$ cat src/rtl/uart_pkg.sv
// Shared types and constants for the configurable UART receiver.
package uart_pkg;

    typedef enum logic [2:0] {
        S_IDLE,
        S_START,
        S_DATA,
        S_PARITY,
        S_STOP,
        S_PUSH,
        S_WAIT_HIGH
    } rxState_t;

    localparam int unsigned PARITY_NONE = 0;
    localparam int unsigned PARITY_ODD  = 1;
    localparam int unsigned PARITY_EVEN = 2;

    // System clocks per serial bit; a short fixed value keeps fast simulation builds quick.
    function automatic int unsigned delayFrames(input int unsigned fmaxMHz,
                                                input int unsigned baudRate);
`ifdef FAST_UART
        return 32'd4;
`else
        return (fmaxMHz * 32'd1000000) / baudRate;
`endif
    endfunction

endpackage

$ cat src/rtl/uart_rx_fifo.sv
// Show-ahead receive FIFO with wrap-bit pointers and a drop-on-full overrun pulse.
module uart_rx_fifo #(
    parameter int unsigned WIDTH = 11,
    parameter int unsigned DEPTH = 4
) (
    input  logic             clk,
    input  logic             rst_n,
    input  logic             wrEn,
    input  logic [WIDTH-1:0] wrData,
    input  logic             rdReady,
    output logic [WIDTH-1:0] rdData,
    output logic             rdValid,
    output logic             overrun
);
    localparam int unsigned AW = $clog2(DEPTH);
    localparam int unsigned PW = AW + 1;

    logic [WIDTH-1:0] mem [DEPTH];
    logic [PW-1:0]    wrPtr;
    logic [PW-1:0]    rdPtr;
    logic             full_c;
    logic             pop_c;
    logic             push_c;

    assign rdValid = (wrPtr != rdPtr);
    assign full_c  = (wrPtr[AW] != rdPtr[AW]) && (wrPtr[AW-1:0] == rdPtr[AW-1:0]);
    assign pop_c   = rdValid && rdReady;
    // A pop in the same cycle frees the head slot, so a full FIFO can still take the write.
    assign push_c  = wrEn && (!full_c || pop_c);
    assign rdData  = mem[rdPtr[AW-1:0]];

    always_ff @(posedge clk or negedge rst_n) begin
        if (!rst_n) begin
            wrPtr   <= '0;
            rdPtr   <= '0;
            overrun <= 1'b0;
            for (int unsigned i = 0; i < DEPTH; i++) begin
                mem[i] <= '0;
            end
        end else begin
            if (push_c) begin
                mem[wrPtr[AW-1:0]] <= wrData;
                wrPtr              <= wrPtr + PW'(1);
            end
            if (pop_c) begin
                rdPtr <= rdPtr + PW'(1);
            end
            overrun <= wrEn && full_c && !pop_c;
        end
    end

endmodule

$ cat src/rtl/uart_rx_cfg.sv
// Configurable UART receiver: mid-bit sampling FSM feeding a show-ahead FIFO with per-frame error flags.
module uart_rx_cfg
    import uart_pkg::*;
#(
    parameter int unsigned FMAX_MHz   = 27,
    parameter int unsigned BaudRate   = 115200,
    parameter int unsigned DATA_BITS  = 8,
    parameter int unsigned PARITY     = 0,
    parameter int unsigned STOP_BITS  = 1,
    parameter int unsigned FIFO_DEPTH = 4
) (
    input  logic                 clk,
    input  logic                 rst_n,
    input  logic                 uart_rx,
    output logic [DATA_BITS-1:0] rdata,
    output logic                 rvalid,
    input  logic                 rready,
    output logic                 parity_err,
    output logic                 frame_err,
    output logic                 break_det,
    output logic                 overrun
);
    localparam int unsigned DELAY_FRAMES = delayFrames(FMAX_MHz, BaudRate);
    localparam int unsigned HALF         = DELAY_FRAMES / 2;
    localparam int unsigned FIFO_W       = DATA_BITS + 3;

    logic rxMeta;
    logic rxSync;

    // Two-flop synchroniser, idles high so reset does not look like a start bit.
    always_ff @(posedge clk or negedge rst_n) begin
        if (!rst_n) begin
            rxMeta <= 1'b1;
            rxSync <= 1'b1;
        end else begin
            rxMeta <= uart_rx;
            rxSync <= rxMeta;
        end
    end

    rxState_t             state, stateNext;
    logic [31:0]          baudCnt, baudCntNext;
    logic [3:0]           bitCnt, bitCntNext;
    logic [DATA_BITS-1:0] shiftReg, shiftRegNext;
    logic                 parBit, parBitNext;
    logic                 frameErr, frameErrNext;
    logic                 stopLow, stopLowNext;
    logic                 pushEn_c;
    logic                 bitTick_c;
    logic                 dataXor_c;
    logic                 parityErr_c;
    logic                 breakDet_c;

    assign bitTick_c = (baudCnt == 32'(DELAY_FRAMES - 1));

    always_ff @(posedge clk or negedge rst_n) begin
        if (!rst_n) begin
            state    <= S_IDLE;
            baudCnt  <= '0;
            bitCnt   <= '0;
            shiftReg <= '0;
            parBit   <= 1'b0;
            frameErr <= 1'b0;
            stopLow  <= 1'b0;
        end else begin
            state    <= stateNext;
            baudCnt  <= baudCntNext;
            bitCnt   <= bitCntNext;
            shiftReg <= shiftRegNext;
            parBit   <= parBitNext;
            frameErr <= frameErrNext;
            stopLow  <= stopLowNext;
        end
    end

    always_comb begin
        stateNext    = state;
        baudCntNext  = baudCnt + 32'd1;
        bitCntNext   = bitCnt;
        shiftRegNext = shiftReg;
        parBitNext   = parBit;
        frameErrNext = frameErr;
        stopLowNext  = stopLow;
        pushEn_c     = 1'b0;

        case (state)
            S_IDLE: begin
                baudCntNext = '0;
                if (!rxSync) begin
                    stateNext    = S_START;
                    bitCntNext   = '0;
                    parBitNext   = 1'b0;
                    frameErrNext = 1'b0;
                    stopLowNext  = 1'b0;
                end
            end
            S_START: begin
                if (baudCnt == 32'(HALF - 1)) begin
                    baudCntNext = '0;
                    stateNext   = rxSync ? S_IDLE : S_DATA;
                end
            end
            S_DATA: begin
                if (bitTick_c) begin
                    baudCntNext  = '0;
                    shiftRegNext = {rxSync, shiftReg[DATA_BITS-1:1]};
                    bitCntNext   = bitCnt + 4'd1;
                    if (bitCnt == 4'(DATA_BITS - 1)) begin
                        bitCntNext = '0;
                        stateNext  = (PARITY != PARITY_NONE) ? S_PARITY : S_STOP;
                    end
                end
            end
            S_PARITY: begin
                if (bitTick_c) begin
                    baudCntNext = '0;
                    parBitNext  = rxSync;
                    stateNext   = S_STOP;
                end
            end
            S_STOP: begin
                if (bitTick_c) begin
                    baudCntNext = '0;
                    bitCntNext  = bitCnt + 4'd1;
                    if (!rxSync) begin
                        frameErrNext = 1'b1;
                    end
                    if (bitCnt == 4'd0) begin
                        stopLowNext = !rxSync;
                    end
                    if (bitCnt == 4'(STOP_BITS - 1)) begin
                        stateNext = S_PUSH;
                    end
                end
            end
            S_PUSH: begin
                pushEn_c    = 1'b1;
                baudCntNext = '0;
                stateNext   = frameErr ? S_WAIT_HIGH : S_IDLE;
            end
            S_WAIT_HIGH: begin
                baudCntNext = '0;
                if (rxSync) begin
                    stateNext = S_IDLE;
                end
            end
            default: begin
                stateNext = S_IDLE;
            end
        endcase
    end

    // parBit stays 0 when parity is disabled, so it never masks a break in that mode.
    assign dataXor_c   = (^shiftReg) ^ parBit;
    assign parityErr_c = (PARITY == PARITY_ODD)  ? !dataXor_c :
                         (PARITY == PARITY_EVEN) ?  dataXor_c : 1'b0;
    assign breakDet_c  = (shiftReg == '0) && !parBit && stopLow;

    logic [FIFO_W-1:0] fifoIn;
    logic [FIFO_W-1:0] fifoOut;

    assign fifoIn = {shiftReg, parityErr_c, frameErr, breakDet_c};

    uart_rx_fifo #(
        .WIDTH(FIFO_W),
        .DEPTH(FIFO_DEPTH)
    ) fifo (
        .clk    (clk),
        .rst_n  (rst_n),
        .wrEn   (pushEn_c),
        .wrData (fifoIn),
        .rdReady(rready),
        .rdData (fifoOut),
        .rdValid(rvalid),
        .overrun(overrun)
    );

    assign {rdata, parity_err, frame_err, break_det} = fifoOut;

endmodule

$ cat config.mk
export PLATFORM = sky130hd
export DESIGN_NAME = uart_rx_cfg
export DESIGN_NICKNAME = d
export VERILOG_FILES = /design/src/rtl/uart_pkg.sv /design/src/rtl/uart_rx_fifo.sv /design/src/rtl/uart_rx_cfg.sv
export SDC_FILE = /design/constraint.sdc
export NUM_CORES = 1
export LEC_CHECK = 0
export CAP_MARGIN = 20
export CORE_MARGIN = 2
export CORE_UTILIZATION = 56
export CTS_CLUSTER_DIAMETER = 30
export CTS_CLUSTER_SIZE = 24
export DETAILED_ROUTE_END_ITERATION = 8
export PLACE_DENSITY = 0.74
export SLEW_MARGIN = 40
export SYNTH_ARGS = -nofsm -noshare
export SYNTH_HDL_FRONTEND = slang
export SYNTH_HIERARCHICAL = 1
export SYNTH_SLANG_ARGS = --single-unit
$ cat constraint.sdc
create_clock -name clk -period 1.9 [get_ports clk]
set_input_delay 0.38 -clock clk [delete_from_list [all_inputs] [get_ports clk]]
set_output_delay 0.38 -clock clk [all_outputs]
set_load 0.01 [all_outputs]
# Yosys cells after proc, flatten, opt, wreduce, memory -nomap -nowiden
# Cells that the tools add are included.
[word_totals] word_cells=108 reg_bits=103
[classes] reduce_logical=27 eq_ne=21 n_addsub=4 n_lt_le_gt_ge=3 bitwise_logic=2 n_mux=35
[ops] cell="one-hot mux 32 bit (3 select lines)" count=1
[ops] cell="2-to-1 mux 32 bit" count=2
[ops] cell="bitwise mux 44 bit" count=1
[ops] cell="2-to-1 mux 11 bit" count=3
[ops] cell="adder 32 x 1 -> 32 bit, second input constant" count=1
[ops] cell="== test 32 x 7 -> 1 bit, second input constant" count=1
[ops] cell="== test 32 x 8 -> 1 bit, second input constant" count=1
[ops] cell="2-to-1 mux 3 bit" count=9
[ops] cell="binary-select mux 11 bit (select 2 bit)" count=1
[ops] cell="demux 11 bit (select 2 bit)" count=1
[ops] cell="one-hot mux 3 bit (7 select lines)" count=1
[ops] cell="inequality test 2 bit, second input constant" count=9
[ops] cell="2-to-1 mux 4 bit" count=4
[ops] cell="one-hot mux 4 bit (3 select lines)" count=1
[ops] cell="AND reduction 4 bit" count=3
[ops] cell="== test 3 bit, second input constant" count=3
[ops] cell="logical AND 1 bit" count=8
[ops] cell="logical NOT 8 bit" count=1
[ops] cell="AND reduction 8 bit" count=1
[ops] cell="2-to-1 mux 1 bit" count=7
[ops] cell="adder 3 x 1 -> 3 bit, second input constant" count=2
[ops] cell="== test 3 x 2 -> 1 bit, second input constant" count=2
[ops] cell="greater-or-equal comparator 3 bit, second input constant" count=2
[ops] cell="NOT 2 -> 3 bit" count=2
[ops] cell="other kinds (18)" count=25

# Depth between registers and ports, before layout
# Gate-level depths: netlist (run 1).
[logic_depth] word_depth=6 mapped_depth=8 depth_no_buf=7

# Cells and area by module
# The synthesis (run 1) kept the hierarchy.
[modules_own_cells] module="uart_rx_cfg" area_per_inst_um2=2771.4 seq_area_each_um2=1303.8 cells_each=283 instances=1
[modules_own_cells] module="uart_rx_fifo" area_per_inst_um2=2582.5 seq_area_each_um2=1276.2 cells_each=147 instances=1

# Least setup slack after synthesis (run 1)
# No wires, ideal clock.
[synth_timing] path_kind="reg-to-reg" start="reg baudCnt[8]" end="reg shiftReg[0]" slack_ns=-0.159 path_buffers=0 setup_time_ns=0.125 path_stages_with_launch=6 period_less_slack_ns=2.059 required_ns=1.775 t_arrival_ns=1.934 path_cell_list="dfrtp_1 -> nor4_1 -> nand4_1 -> or3_4 -> nor3_4 -> mux2_2"
[synth_via] elab_chain_len=2
[synth_lines] element="start: declaration" line="uart_rx_cfg.sv:42" rtl="logic [31:0] baudCnt, baudCntNext;"
[synth_lines] element="start signal: assignment" line="uart_rx_cfg.sv:67" rtl="baudCnt <= baudCntNext;"
[synth_lines] element="== test 32 x 8 -> 1 bit" line="uart_rx_cfg.sv:54" rtl="assign bitTick_c = (baudCnt == 32'(DELAY_FRAMES - 1));"
[synth_lines] element="AND reduction 2 bit (no line)"
[synth_lines] element="end signal: assignment" line="uart_rx_cfg.sv:69" rtl="shiftReg <= shiftRegNext;"
[synth_lines] element="end: declaration" line="uart_rx_cfg.sv:44" rtl="logic [DATA_BITS-1:0] shiftReg, shiftRegNext;"
# Every way passes these cells.
# A chain may end at the register's enable or synchronous reset.

# Worst setup path in the final report (run 1)
[layout_timing] start="reg baudCnt[11]" end="reg bitCnt[3]"
[layout_via] elab_chain_len=3 elab_cells_between_ends=4 cone_classes="eq/ne (3); reduce/logical (1)"
[layout_lines] element="== test 32 x 8 -> 1 bit (*)" line="uart_rx_cfg.sv:54"
[layout_lines] element="inequality test 2 bit (no line)"
[layout_lines] element="AND reduction 4 bit (no line) (*)"
[layout_lines] element="end signal: assignment" line="uart_rx_cfg.sv:68" rtl="bitCnt <= bitCntNext;"
[layout_lines] element="end: declaration" line="uart_rx_cfg.sv:43" rtl="logic [3:0] bitCnt, bitCntNext;"
# Mark *: on every way between the ends. The rest lies on a longest branch, timed or not.

==> impl_metrics.yaml, run 1 <==
clocking:
  cts_root_buffer: "clkbuf_8"
  clk_path_buf_depth: 2
  tritoncts: "built"
  worstSkewPairLatency_ns: 0.37
  clk_pin_slew_ns: 0.10
  clkSinkCount: 103
  htreeDepth: 3
  cts_buffers: 9
sta:
  fmax_mhz: 462
  fin_crit_sh: 1.14
  fin_crit_ns: 2.16
  setup_violations: 49
  drv_slew: 0
  timing.final.ws_setup_ns: -0.262
  tns_ns: -4.89
  hold_viol_final: 0
  whs_ns: 0.361
  skew_ns: 0.0147
  rsz0062_at_grt: "true"
yosys:
  yosysUniqueCellTypes: 60
  synthFlopType: "dfrtp_1"
  synth-edff-count: 0
  avgSynthCellArea_um2: 12.5
  seq_area_frac_synth: 0.482
  synth-seq-cells: 103
  synth_warnings: 6
  synth_cells: 430
  syn_area_mm2: 0.00535
  async_flop_share: 1.00
floorplanning:
  core_mm2: 0.00924
  dieArea_mm2: 0.0104
  initial_utilization: 0.579
  die_h_um: 102
  die-width_um: 102
  core.rowCount: 35
  boundaryPins: 17
route:
  drt_wl_total_um: 12100
  vias_per_cell: 5.70
  drt_iter0_drc: 126
  drtPass1Iterations: 4
  wire_per_inst_um: 18.1
  vias: 3804
  drcViolationCount: 0
  final_antenna_net_count: 0
power:
  peakVddDrop_v: 0.000440
  p_leak_uw: 0.00332
  power_density_mw_per_mm2: 509
outcome:
  failed_checks: "negative setup slack"
  outcome: "finished with violations"
grt:
  gr-total-overflow: 0
  grt_use_total: 0.234
  grt_pass1_vias: 3752
  grt_max_degree: 39
  grt_first_pass_wirelength_um: 18700
  antenna_found_initial: 0
worst_setup_path:
  crit_required_ns: 2.18
  critical_path_class: "reg2reg"
  start_kind: "register"
  end_kind: "register"
  crit_arrival_ns: 2.45
  crit_fanout: 7
  ff2ff_setup_slack_ns: -0.26
hold_path:
  hold_path_class: "reg2reg"
placed_design:
  gp_congestion: 0.830
  post-dp-hpwl_um: 7310
  port_buffers: 16
layout:
  final_common_cell: "dfrtp_1"
  nets: 548
  layout_common_cells: "dfrtp_1 (99), buf_4 (71), mux2_4 (51), nor2_1 (43), xor2_1 (24)"
  diodes: 0
  area_growth_pct: 28.4
  drive_gt1_frac: 0.418
  final_util: 0.744
run:
  max_cap_viol_count: 0
## cells by family after synthesis
family	share of synthesized area
AND/OR/NAND/NOR	0.141
AO/OA/AOI/OAI	0.0650
adder cells (fa/ha/maj)	0.0234
other	0.000700
multiplexers	0.190
XOR/XNOR	0.0701
buffers and inverters	0.0285
flip-flops	0.482
## stage by stage
| step | instances | cell area [um2] | setup slack (ns) | total power (uW) |
|---|---|---|---|---|
| final | 667 | 6880 | -0.262 | 3500 |
| after detailed placement | 633 | 6290 | -0.326 | 2310 |
| after global placement | 633 | 6290 | -0.256 | 2310 |
| after global routing | 667 | 6880 | -0.323 | 3650 |
| after CTS | 658 | 6640 | -0.239 | 3530 |
| after floorplan | 433 | 5370 | -0.132 | 2250 |
## cell type report
cell class / count / area [um2]
clock buffer: 10 / 128
clock inverter: 5 / 35.0
fill: 551 / 2360
inverter: 11 / 41.3
multi-input combinational: 299 / 2860
sequential: 103 / 2580
tap: 129 / 161
timing repair buffer: 110 / 1060
## metal layers
layer	vias up	track usage	wire length, um	part of all wire
met5	-	0	0	0
met4	0	0.0800	189	0.016
met3	16	0.0538	526	0.043
met2	95	0.385	6190	0.51
met1	1926	0.306	5190	0.43
li1	1767	-	-	-
## timing repair
item	4_1_cts	5_1_grt
buffers inserted	10	7
endpoints found under the hold margin	8	0
hold buffers	1	0
endpoints found under the setup margin	84	102
resized for setup	81	28
pin swaps	8	10
cloned	0	3
## Yosys cell counts (10+ instances only)
cell type / number / area (um2)
dfrtp_1: 101 / 2530
ha_1: 10 / 125
inv_1: 11 / 41.3
mux2_2: 15 / 169
mux2_4: 39 / 586
mux4_2: 10 / 225
nand2_1: 15 / 56.3
nand3_1: 13 / 65.1
nand4_1: 16 / 100
nor2_1: 44 / 165
nor4_1: 10 / 62.6
xnor2_1: 12 / 105
xor2_1: 24 / 210
## critical path: stages (launching register included)
cell	delay, ns
dfrtp_1	0.41
nor4_2	0.32
nand4_1	0.19
or3_4	0.46
buf_12	0.15
or3_4	0.35
o31ai_4	0.19
## where the power goes
group | internal, uW | switching (uW)
sequential | 2190 | 2.74
clock | 473 | 751
combinational | 21.4 | 54.4
## path summary, 6_finish.rpt
check,start,to,cells after the start
min,rxMeta,rxSync,0
max in group asynchronous,rst_n,rxMeta,3
max reg2reg,baudCnt[11],bitCnt[3],6
min in group asynchronous,rst_n,fifo/rdPtr[2],2
max,baudCnt[11],bitCnt[3],6
min reg2reg,rxMeta,rxSync,0
## sequential cells by signal (all words and copies together), names as in the netlist, 3 cells and up
| register | count |
|---|---|
| fifo/rdPtr | 3 |
| bitCnt | 4 |
| state | 3 |
| fifo/mem | 44 |
| baudCnt | 32 |
| shiftReg | 8 |
| fifo/wrPtr | 3 |
(Power assumes the default switching activity.)
==> inputs of run 2 (changes only) <==
==> constraint.sdc (replaced) <==
create_clock -name clk -period 1.9 [get_ports clk]
set_input_delay 0.38 -clock clk [delete_from_list [all_inputs] [get_ports clk]]
set_output_delay 0.38 -clock clk [all_outputs]
set_load 0.1 [all_outputs]
==> run 2 against run 1 <==
Net effect: the run still ends with negative setup slack left; sequential power hardly changed; maximum frequency is 2.2% higher; sequential cell count stayed put; core utilization is 6.3 points higher; cell count is 0.30% higher; largest cell class unchanged.
==> impl_metrics.yaml, run 2 (same netlist as run 1, synthesis figures left out) <==
run:
  max_cap_viol_count: 0
worst_setup_path:
  crit_fanout: 11
  end_kind: "output pin"
  critical_path_class: "reg2out"
  crit_arrival_ns: 1.74
  crit_required_ns: 1.52
  start_kind: "register"
grt:
  grt_first_pass_wirelength_um: 19900
  gr-total-overflow: 0
  grt_use_total: 0.250
  grt_max_degree: 46
  grt_pass1_vias: 3957
  antenna_found_initial: 0
clocking:
  htreeDepth: 3
  tritoncts: "built"
  clk_path_buf_depth: 2
  cts_buffers: 9
  clk_pin_slew_ns: 0.09
  cts_root_buffer: "clkbuf_8"
  worstSkewPairLatency_ns: 0.38
  clkSinkCount: 103
placed_design:
  place_inst: 622
  post-dp-hpwl_um: 7350
  gp_congestion: 0.808
  port_buffers: 16
floorplanning:
  initial_utilization: 0.579
  dieArea_mm2: 0.0104
  core.rowCount: 35
  core_mm2: 0.00924
  die_h_um: 102
  boundaryPins: 17
  die-width_um: 102
sta:
  drv_slew: 0
  rsz0062_at_grt: "true"
  fmax_mhz: 472
  hold_viol_final: 0
  setup_violations: 98
  fin_crit_ns: 2.12
  timing.final.ws_setup_ns: -0.217
  skew_ns: 0.00811
  fin_crit_sh: 1.11
power:
  comb_power_share: 0.020
  power_density_mw_per_mm2: 509
  p_leak_uw: 0.00341
  swShare: 0.213
  netSwitchingPower_uw: 807
  power_frac_seq: 0.579
  clkPwrFrac: 0.401
  p_int_uw: 2990
  peakVddDrop_v: 0.000430
route:
  drt_wl_total_um: 13300
  drcViolationCount: 0
  final_antenna_net_count: 0
  drt_iter0_drc: 128
  vias: 3878
  wire_per_inst_um: 19.9
  vias_per_cell: 5.80
  drtPass1Iterations: 4
layout:
  diodes: 0
  drive_gt1_frac: 0.493
  area_growth_pct: 39.4
  nets: 550
  largest-register: "fifo/mem"
  largest_reg_flops: 44
  fin_cells: 669
  layout_common_cells: "dfrtp_1 (99), buf_4 (69), mux2_4 (50), nor2_4 (29)"
  top_regs: "fifo/mem x44, baudCnt x32, shiftReg x8"
  final_util: 0.807
  final_common_cell: "dfrtp_1"
hold_path:
  hold_path_class: "reg2reg"
outcome:
  outcome: "finished with violations"
  failed_checks: "negative setup slack"
[run 2: metrics by stage]
stage,power [uW],setup TNS (ns),cell area [um2],setup WS [ns],hold slack [ns]
after floorplan,2250,-1.09,5370,-0.132,0.0844
after global placement,2310,-8.60,6350,-0.248,0.337
after detailed placement,2310,-10.45,6350,-0.317,0.340
after CTS,3830,-7.93,6850,-0.230,0.363
after global routing,3950,-15.44,7460,-0.263,0.373
final,3800,-9.03,7460,-0.217,0.362
[run 2: per-layer routing]
layer	track usage	vias to the layer above	wire length, um
met4	0.0894	0	340
met2	0.436	86	7320
met3	0.0449	32	414
met5	0	-	0
li1	-	1771	-
met1	0.312	1989	5240
[run 2: what timing repair did]
action	in CTS	in global routing
hold buffers	1	0
buffers inserted	9	16
gates resized for setup	32	95
gates cloned	2	5
setup endpoints to repair	60	101
pin swaps	6	46
endpoints found under the hold margin	25	0
[run 2: power groups by stage]
stage	Combinational [uW]	Sequential, uW	Clock (uW)
after global routing	87.8	2200	1660
after floorplan	7.94	2240	0
final	75.1	2200	1520
after global placement	72.2	2240	0
after detailed placement	74.1	2240	0
after CTS	76.0	2200	1560
[run 2: layout make-up]
| cell class | instances | area, um2 |
|---|---|---|
| Clock inverter | 5 | 81.3 |
| Tap cell | 129 | 161 |
| Inverter | 11 | 41.3 |
| Timing Repair Buffer | 112 | 1310 |
| Clock buffer | 10 | 138 |
| Fill cell | 478 | 1780 |
| Sequential cell | 103 | 2580 |
| Multi-Input combinational cell | 299 | 3140 |
[run 2: final timing paths]
check	cells past startpoint	to	start	slack, ns
max in group asynchronous	3	baudCnt[18]	rst_n	0.87
worst max-delay path	3	rdata[3]	fifo/rdPtr[0]	-0.22
worst min-delay path	0	rxSync	rxMeta	0.36
worst min register to register	0	rxSync	rxMeta	0.36
worst max register to register	6	bitCnt[3]	baudCnt[30]	-0.18
min in group asynchronous	2	fifo/rdPtr[1]	rst_n	0.47
[run 2: worst max-delay path: stages (launching register included)]
cell     delay, ns
dfrtp_2       0.42
buf_12        0.17
mux4_2        0.57
buf_12        0.19
==> inputs of run 3 (changes only) <==
--- a/config.mk
+++ b/config.mk
@@ -11,7 +11,7 @@
 export CTS_CLUSTER_DIAMETER = 30
 export CTS_CLUSTER_SIZE = 24
 export DETAILED_ROUTE_END_ITERATION = 8
-export PLACE_DENSITY = 0.74
+export PLACE_DENSITY = 0.71
 export SLEW_MARGIN = 40
 export SYNTH_ARGS = -nofsm -noshare
 export SYNTH_HDL_FRONTEND = slang
==> constraint.sdc (replaced) <==
create_clock -name clk -period 2.1 [get_ports clk]
set_input_delay 0.42 -clock clk [delete_from_list [all_inputs] [get_ports clk]]
set_output_delay 0.42 -clock clk [all_outputs]
set_load 0.1 [all_outputs]
==> run 3 against run 2 <==
Net effect: the flow still finishes with violations (negative setup slack); sequential share of layout area up 4.4 points; sequential cell count did not move; worst hold slack got worse by 0.34 ns; sequential power shrank 9.5%; first-iteration DRC count is 0.78% lower; combinational power shrank 10%; clock skew is 0.00061 ns higher; global-route usage decreased by 2.5 points; clock-buffer cell count grew 1; via count is 8.4% lower; clock power down 7%; critical endpoint is now rdata[1]; largest cell class unchanged.
==> impl_metrics.yaml, run 3 (same netlist as run 1, synthesis figures left out) <==
floorplanning:
  core.rowCount: 35
  initial_utilization: 0.579
  core_mm2: 0.00924
  die_h_um: 102
  die-width_um: 102
  dieArea_mm2: 0.0104
  boundaryPins: 17
layout:
  multiInputGateArea_mm2: 0.00277
  largest_reg_flops: 44
  largest-register: "fifo/mem"
  final_common_cell: "dfrtp_1"
  drive_gt1_frac: 0.346
  diodes: 0
  nets: 509
  fin_cells: 629
  fin_area_mm2: 0.00661
  fill_cells: 650
  area_growth_pct: 23.5
  top_regs: "fifo/mem x44, baudCnt x32, shiftReg x8"
  layout_common_cells: "dfrtp_1 (100), mux2_4 (47), buf_4 (46), nor2_1 (43), xor2_1 (24)"
  final-seq-area_mm2: 0.00258
sta:
  rsz0062_at_grt: "true"
  relSlewSlack: 0.613
  tns_ns: -0.267
  skew_ns: 0.00872
  fin_crit_sh: 1.02
  drv_slew: 0
  fin_crit_ns: 2.15
  timing.final.ws_setup_ns: -0.0499
  whs_ns: 0.0200
  tightest_slew_ns: 0.577
  hold_viol_final: 0
  setup_violations: 12
  fmax_mhz: 465
clocking:
  tritoncts: "built"
  clk_pin_slew_ns: 0.10
  hold_buffers: 0
  cts_root_buffer: "clkbuf_8"
  htreeDepth: 3
  cts_buffers: 9
  worstSkewPairLatency_ns: 0.37
  clk_path_buf_depth: 2
  clkSinkCount: 103
power:
  swShare: 0.209
  power_uw: 3460
  comb_power_share: 0.019
  p_leak_uw: 0.00315
  p_int_uw: 2740
  netSwitchingPower_uw: 723
  peakVddDrop_v: 0.000562
  power_frac_seq: 0.574
  clkPwrFrac: 0.407
  power_density_mw_per_mm2: 524
route:
  drtPass1Iterations: 4
  vias_per_cell: 5.65
  final_antenna_net_count: 0
  drt_iter0_drc: 127
  vias: 3552
  wire_per_inst_um: 17.1
  drt_wl_total_um: 10700
  drcViolationCount: 0
worst_setup_path:
  critical_path_class: "reg2out"
  start_kind: "register"
  worst_path_max_delay_cell: "mux4_2"
  crit_fanout: 7
  end_kind: "output pin"
  crit_required_ns: 1.68
  worstPathCellList: "clkbuf_16 -> mux4_2 -> buf_12"
  crit_arrival_ns: 1.73
  crit_family: "multiplexers"
  critPathMaxStageDelay_ns: 0.54
  cp_num_buf_inv: 2
grt:
  gr-total-overflow: 0
  grt_max_degree: 40
  grt_pass1_vias: 3631
  grt_use_total: 0.225
  antenna_found_initial: 0
  grt_first_pass_wirelength_um: 18100
run:
  max_cap_viol_count: 0
outcome:
  outcome: "finished with violations"
  failed_checks: "negative setup slack"
placed_design:
  post-dp-hpwl_um: 7060
  gp_congestion: 0.781
  postPlaceCellArea_mm2: 0.00623
  port_buffers: 16
  place_inst: 609
hold_path:
  hold_path_class: "in2async"
-- run 3: cell types whose count changed in the layout (fill, tap and decap cells not counted), sizes merged --
| cell | change |
|---|---|
| buf | -36 |
| clkbuf | -3 |
| clkinv | +1 |
| clkinvlp | -1 |
| dlygate4sd3 | -1 |
-- run 3: worst reg2reg max path: cells and delay by family, from the launching register on --
kind                   cells  cell delay [ns]
buffers and inverters      1             0.16
DFF                        1             0.42
muxes                      1             0.30
and+or+nand+nor            4             1.10
-- run 3: what timing repair did --
action / 4_1_cts / 5_1_grt
resized for setup: 13 / 13
pin swaps: 1 / 3
gates cloned: 0 / 1
setup endpoints to repair: 24 / 28
buffers inserted: 2 / 1
-- run 3: power by group through the flow --
stage               Clock (uW)  Combinational (uW)  Sequential [uW]
floorplan                    0                7.19             2030
global route              1540                78.1             1990
CTS                       1440                69.8             1990
global placement             0                68.1             2030
finish                    1410                67.5             1990
detailed placement           0                69.7             2030
-- run 3: worst paths after layout --
kind / from / to / slack, ns / cells past startpoint
min in group clk: rxMeta / rxSync / 0.36 / 0
min: rst_n / fifo/rdPtr[2] / 0.02 / 1
min reg2reg: rxMeta / rxSync / 0.36 / 0
max reg2reg: baudCnt[8] / shiftReg[0] / -0.01 / 6
max: fifo/rdPtr[0] / rdata[1] / -0.05 / 3
max in group asynchronous: rst_n / baudCnt[22] / 1.46 / 2
-- run 3: layout make-up --
cell class              count  share of cell area
clock buffers              11              0.0229
clock inverters             5              0.0119
well taps                 129              0.0244
inverters                  11             0.00625
multi-input cells         299               0.418
flip-flops and latches    103               0.390
repair buffers             71               0.126
-- run 3: metrics by stage --
stage                     utilization  setup slack [ns]
after floorplan                     -            0.0270
after global placement          0.674           -0.0518
after detailed placement        0.674           -0.0514
after CTS                       0.708           -0.0569
after global routing            0.716           -0.0917
final                           0.716           -0.0499
-- run 3: metal layers --
metal	share of wire	vias to the layer above	GRT usage
met1	0.45	1816	0.296
met2	0.51	47	0.375
met4	0.012	0	0.0686
met5	0	-	0
met3	0.029	11	0.0490
li1	-	1678	-
